[src/rtl/day1_stream_ctrl.sv]
// day1_stream_ctrl: streams calorie entries, accumulates groups, keeps top-3 and publishes out1/out2 (DAY1_STREAM_CTRL_SAT_EN selects saturating sums)
module day1_stream_ctrl #(
  parameter int WIDTH   = 64,
  parameter int ENTRY_W = 32,
  parameter int CNT_W   = 16
) (
  input  logic               clk,
  input  logic               rst,
  input  logic               start,
  input  logic               in_valid,
  output logic               in_ready,
  input  logic [ENTRY_W-1:0] in_data,
  input  logic               in_blank,
  input  logic               in_last,
  output logic               busy,
  output logic               done,
  output logic [WIDTH-1:0]   out1,
  output logic [WIDTH-1:0]   out2,
  output logic [CNT_W-1:0]   group_count
);
  typedef enum logic [1:0] {IDLE, ACCUM, INSERT, DONE} state_t;
  state_t state_q, state_d;
  logic [WIDTH-1:0] sum_q, sum_d, t1_q, t1_d, t2_q, t2_d, t3_q, t3_d;
  logic [WIDTH-1:0] out1_q, out1_d, out2_q, out2_d, beat_sum;
  logic [CNT_W-1:0] cnt_q, cnt_d;
  logic pend_q, pend_d, accept;

  function automatic logic [WIDTH-1:0] add(input logic [WIDTH-1:0] a, input logic [WIDTH-1:0] b);
`ifdef DAY1_STREAM_CTRL_SAT_EN
    logic [WIDTH:0] s;
    s = {1'b0, a} + {1'b0, b};
    return s[WIDTH] ? '1 : s[WIDTH-1:0];
`else
    return a + b;
`endif
  endfunction

  assign accept   = in_valid & in_ready;
  assign beat_sum = in_blank ? sum_q : add(sum_q, WIDTH'(in_data));

  always_comb begin
    state_d = state_q;
    sum_d   = sum_q;
    t1_d    = t1_q;
    t2_d    = t2_q;
    t3_d    = t3_q;
    cnt_d   = cnt_q;
    pend_d  = pend_q;
    out1_d  = out1_q;
    out2_d  = out2_q;
    case (state_q)
      IDLE: if (start) begin
        state_d = ACCUM;
        sum_d   = '0;
        t1_d    = '0;
        t2_d    = '0;
        t3_d    = '0;
        cnt_d   = '0;
        pend_d  = 1'b0;
      end
      ACCUM: if (accept) begin
        sum_d = beat_sum;
        if (in_last) begin
          pend_d  = 1'b1;
          state_d = (beat_sum != '0) ? INSERT : DONE;
        end else if (in_blank && sum_q != '0) state_d = INSERT;
      end
      INSERT: begin
        // strict compares place an equal sum below its twin, so ties are kept
        if (sum_q > t1_q) begin
          t3_d = t2_q;
          t2_d = t1_q;
          t1_d = sum_q;
        end else if (sum_q > t2_q) begin
          t3_d = t2_q;
          t2_d = sum_q;
        end else if (sum_q > t3_q) t3_d = sum_q;
        sum_d   = '0;
        cnt_d   = &cnt_q ? cnt_q : cnt_q + 1'b1;
        state_d = pend_q ? DONE : ACCUM;
      end
      default: begin
        state_d = IDLE;
        pend_d  = 1'b0;
      end
    endcase
    if (state_d == DONE && state_q != DONE) begin
      out1_d = t1_d;
      out2_d = add(add(t1_d, t2_d), t3_d);
    end
  end

  always_ff @(posedge clk) begin
    if (rst) begin
      state_q <= IDLE;
      sum_q   <= '0;
      t1_q    <= '0;
      t2_q    <= '0;
      t3_q    <= '0;
      cnt_q   <= '0;
      pend_q  <= 1'b0;
      out1_q  <= '0;
      out2_q  <= '0;
    end else begin
      state_q <= state_d;
      sum_q   <= sum_d;
      t1_q    <= t1_d;
      t2_q    <= t2_d;
      t3_q    <= t3_d;
      cnt_q   <= cnt_d;
      pend_q  <= pend_d;
      out1_q  <= out1_d;
      out2_q  <= out2_d;
    end
  end

  assign in_ready    = state_q == ACCUM;
  assign busy        = state_q != IDLE;
  assign done        = state_q == DONE;
  assign out1        = out1_q;
  assign out2        = out2_q;
  assign group_count = cnt_q;
endmodule
[config.mk]
export PLATFORM = sky130hd
export DESIGN_NAME = day1_stream_ctrl
export DESIGN_NICKNAME = d
export VERILOG_FILES = /design/src/rtl/day1_stream_ctrl.sv
export SDC_FILE = /design/constraint.sdc
export NUM_CORES = 2
export LEC_CHECK = 0
export ABC_AREA = 1
export BUFFER_PORTS_ARGS = -buffer_cell sky130_fd_sc_hd__buf_2
export CAP_MARGIN = 25
export CELL_PAD_IN_SITES_DETAIL_PLACEMENT = 0
export CELL_PAD_IN_SITES_GLOBAL_PLACEMENT = 1
export CORE_ASPECT_RATIO = 0.75
export CORE_MARGIN = 2
export CORE_UTILIZATION = 48
export CTS_CLUSTER_DIAMETER = 100
export DETAILED_ROUTE_END_ITERATION = 6
export HOLD_SLACK_MARGIN = 0.02
export PLACE_DENSITY = 0.95
export SLEW_MARGIN = 20
export SYNTH_ARGS = -nofsm -noshare
export SYNTH_HDL_FRONTEND = slang
export SYNTH_SLANG_ARGS = --single-unit
[constraint.sdc]
create_clock -name clk -period 10.4 [get_ports clk]
set_input_delay 0.52 -clock clk [delete_from_list [all_inputs] [get_ports clk]]
set_output_delay 0.52 -clock clk [all_outputs]
set_load 0.01 [all_outputs]
# == Word-level counts from Yosys, hierarchy flattened ==
# Cells that the tools add are included.
# op_classes
addsub,4
n_lt_le_gt_ge,3
eq_ne,9
mux,30
n_bitwise,2
reduce_logical,12
# op_table
cell,count
64-bit 2-to-1 mux,12
64-bit one-hot mux with 2 select lines,3
64-bit greater-than comparator,3
64-bit one-hot mux with 3 select lines,1
64-bit adder,2
64-bit nonzero test,2
64-bit by 32-bit adder with 64-bit output,1
16-bit 2-to-1 mux,2
16-bit one-hot mux with 2 select lines,1
16-bit by 1-bit adder with 16-bit output (second input constant),1
16-bit AND reduction,1
2-bit 2-to-1 mux,5
2-bit == test (second input constant),3
2-bit inequality test (second input constant),3
2-bit one-hot mux with 3 select lines,1
3-bit AND reduction,2
1-bit 2-to-1 mux,4
2-bit by 1-bit inequality test with 1-bit output (second input constant),2
4-bit AND reduction,1
2-bit nonzero test,2
1-bit one-hot mux with 3 select lines,1
3-bit nonzero test,1
2-bit by 1-bit == test with 1-bit output (second input constant),1
1-bit logical AND,2
3 further kinds,3
# totals
ff_bits,403
out_inout_bits,147
elab_cells,69

# == Depth between registers and ports, before layout ==
# depth
depth_word,9
depth_mapped,44
ltp_nobuf,42

# == Least setup slack after synthesis ==
# No wires, ideal clock.
# synth_path
path_kind,register to register
startpoint,register sum_q[63]
endpoint,register out2_q[42] (netlist: out2[42])
t_arrival_ns,5.395
setup_slack_ns,4.890
stages_incl_launch_ff,31
n_path_buf,3
period_less_slack_ns,5.510
path_cell_list,dfxtp_1 > ha_1 > nand2_1 > nor3_1 > nand2_1 > nor3b_1 > nand4_1 > nand2_1 > buf_2 > buf_1 > buf_1 > o21ai_0 > o221ai_1 > nand2_1 > fa_1 > ha_1 > a21oi_1 > nand2_1 > a21oi_1 > o21ai_0 > a21boi_0 > o21ai_0 > a21oi_1 > o21ai_0 > a21o_1 > nand2_1 > nand3b_1 > nand2_1 > nand3_1 > nand2_1 > nor2_1
# synth_between
elab_cells_between_ends,26
classes_between,add/sub: 3; order compare: 3; eq/ne: 1; mux: 15; reduce/logical: 4
# synth_rtl
element,line_no,source
"start, declared",23,"logic [WIDTH-1:0] sum_q, sum_d, t1_q, t1_d, t2_q, t2_d, t3_q, t3_d;"
"start signal, assigned",106,sum_q <= sum_d;
64-bit greater-than comparator,74,end else if (sum_q > t2_q) begin
64-bit 2-to-1 mux,74,
64-bit 2-to-1 mux (*),70,if (sum_q > t1_q) begin
64-bit one-hot mux with 2 select lines (*),51,case (state_q)
net t2_d[3],23,
64-bit adder (*) (2 in a row),34,return a + b;
"end signal, assigned",113,out2_q <= out2_d;
"end, declared",24,"logic [WIDTH-1:0] out1_q, out1_d, out2_q, out2_d, beat_sum;"
# The timed path passes the listed nets; every way through them passes the cells marked *.
# A chain may end at the register's enable or synchronous reset.

# == Final worst setup path ==
# layout_path
startpoint,register sum_q[47]
endpoint,register out2_q[59] (netlist: out2[59])
# layout_between
elab_chain_len,9
elab_cells_between_ends,26
classes_between,add/sub: 3; order compare: 3; eq/ne: 1; mux: 15; reduce/logical: 4
# layout_rtl
element
branches (longest 9 deep; another with 64-bit greater-than comparator)
# Parallel ways; which one is timed is not known.

==> impl_metrics.toml <==
[synth]
yosysMostFrequentCell = "nand2_1"
synth_edf_count = 0
synth_flop_cell = "dfxtp_1"
syn-instance-count = 5147
synth-seq-cells = 403
ys_seq_area_share_pct = 24.4
avgSynthCellArea_um2 = 6.42
synth_area_leaders = "dfxtp_1 (24%), nand2_1 (13%), ha_1 (11%), a21oi_1 (8.2%), inv_1 (8.1%)"
synth.net_count = 5537
ys_warn_count = 0
netlist_area_um2 = 33000
synth_top_area_cell = "dfxtp_1"
synthTopCellsByCount = "nand2_1 (1,146), inv_1 (715), nor2_1 (558), a21oi_1 (542), dfxtp_1 (403)"
synth_top_cell_area_share_pct = 24.4
synthArstFlopShare_pct = 0
ys_types = 49

[clock_tree]
cts.repair.resized = 0
hold_buffers = 0
cts-buffers-inserted = 44
cts_tree = "built"
cts_max_path_buffers = 3
postCtsSetupBuffers = 0
cts-root-buf = "clkbuf_16"
clkLatencyLatePin_ps = 610
htree_levels = 2
clkTransAtPathRegs_ps = 70
cts_sinks = 403

[critical_path]
r2r-end = "out2[59]$_SDFFE_PP0P_"
worstSetupPathType = "reg -> reg"
cp.required_ps = 10870
critPathMaxFanout = 54
reg2reg_slack_ps = 1450
endpoint_kind = "flop"
cp-startpoint = "sum_q[47]$_SDFFE_PP0P_"
worst_r2r_path_depth = 32
path_delay_family = "simple AND/OR/NAND/NOR gates"
cp_num_cells = 32
slowest_stage = "nor4_1"
crit_end = "out2[59]$_SDFFE_PP0P_"
r2r_start = "sum_q[47]$_SDFFE_PP0P_"
arrival_ps = 9430
crit_buf_inv = 3
max_stage_delay_ps = 940
start_kind = "flop"

[layout]
area_growth_pct = 8.07
final_util_pct = 52.3
nFillCells = 7041
antenna_cells = 0
drive_above_1_share_pct = 6.56
regArea_um2 = 8070
multi_input_area_um2 = 21200
fin_cells = 6090
nets = 5555

[drt]
drc = 0
drt_first_pass_iters = 6
wl_per_cell_um = 19.5
via_count = 35000
drtAntennaViolNets = 0
drt_iter0_markers = 3909
wirelength_um = 119000
via_per_inst = 5.75

[floorplanning]
initial_core_util_pct = 48.4
chipHeight_um = 231
io_pins = 185
core_um2 = 68200
die_w_um = 307
rows = 83
dieArea_um2 = 70900

[power]
p_leak_nw = 16.8
power_per_cell_area_nw_per_um2 = 183
ir_worst_vdd_uv = 294

[timing]
worst_slew_pin_slew_ps = 1090
rsz0062_at_grt = "false"
whs_ps = 387
clock_skew_ps = 27.4
final_max_slew_viol_count = 0
setup_violations = 0
fin_crit_ps = 8950
fin_crit_sh_pct = 86.1
fmax_mhz = 112
setup_tns_ps = 0
final-hold-violation-count = 0
slew_headroom_pct = 26.5

[grt]
grt_start_max_net_pins = 151
antenna_found_initial = 0
grt_pass1_vias = 31900
grt_first_pass_wirelength_um = 184000
grt_usage_pct = 32.8
overflow = 0

[placed_design]
io_buffers = 184
dp_cells = 6010
hpwlAfterDp_um = 89800
gp_congestion = 0.997

[outcome]
outcome = "complete, no violations"

[hold_path]
hold_class = "in -> reg"

[run]
cap_violations = 0
[state kept, by name (all words and copies together), names as in the netlist]
name         count
sum_q           64
out1            64
t3_q            64
t1_q            64
t2_q            64
out2            64
group_count     16
state_q          2
pend_q           1
[how the worst min path moves through the flow]
stage                                startpoint               endpoint  slack [ps]  depth (start not counted)
after floorplan             t2_q[10]$_SDFF_PP0_    t2_q[10]$_SDFF_PP0_         470                          2
after global placement    out1[50]$_SDFFE_PP0P_  out1[50]$_SDFFE_PP0P_         460                          2
after detailed placement  out1[49]$_SDFFE_PP0P_  out1[49]$_SDFFE_PP0P_         460                          2
after CTS                              in_valid    pend_q$_SDFFE_PP0P_         360                          5
after global routing                        rst    t1_q[19]$_SDFF_PP0_         430                          2
final                                  in_valid    pend_q$_SDFFE_PP0P_         390                          5
[stage by stage]
step                      setup WS [ps]  power (mW)  cell area (um^2)
final                              1450        6.53             35700
after global routing               1030        6.92             35700
after CTS                          2060        6.45             35700
after detailed placement           2100        4.81             34200
after global placement             2260        4.79             34200
after floorplan                    4890        3.88             33000
[power by group]
part	switching [mW]	total (mW)	leakage, nW	internal (mW)
registers	0.0653	1.69	3.26	1.63
logic	2.38	3.19	12.8	0.808
clock network	0.719	1.65	0.714	0.930
[area by class of cell]
type | count | share of cell area (%)
well taps | 892 | 3.13
flip-flops and latches | 403 | 22.6
clock inverters | 20 | 0.596
repair buffers | 218 | 3.31
clock buffers | 59 | 3.44
inverters | 726 | 7.65
multi-input cells | 3772 | 59.3
[worst min-delay path: stages]
cell	delay (ps)
buf_2	130
nand2_1	70
nor2_1	40
o22ai_1	100
a21oi_1	80
[logic make-up (layout without fill, tap and decap cells)]
family / Yosys count / after routing / synth area share (%)
simple gates: 2183 / 2183 / 27.3
compound gates: 1166 / 1166 / 19.9
buf+inv: 972 / 1023 / 11.7
flops: 403 / 403 / 24.4
fa+ha+maj: 352 / 352 / 14.8
xor+xnor: 71 / 71 / 1.88
[layout by cell type (no fill, tap or decap), types with 65 or more instances in the layout]
cell / Yosys / layout
ha_1: 287 / 287
inv_1: 715 / 714
a21oi_1: 542 / 542
fa_1: 65 / 65
nor2_1: 558 / 556
dfxtp_1: 403 / 403
buf_2: 34 / 184
nand3_1: 295 / 295
o21ai_0: 343 / 343
nand2_1: 1146 / 1141
o211ai_1: 65 / 65
[routing by layer]
layer,vias to the layer above,track usage [%],part of all wire [%]
li1,17000,-,-
met1,16200,45.1,43
met2,1513,51.0,43
met3,276,4.75,8.5
met4,0,14.6,4.8
met5,-,0,0
(Power assumes the default switching activity.)
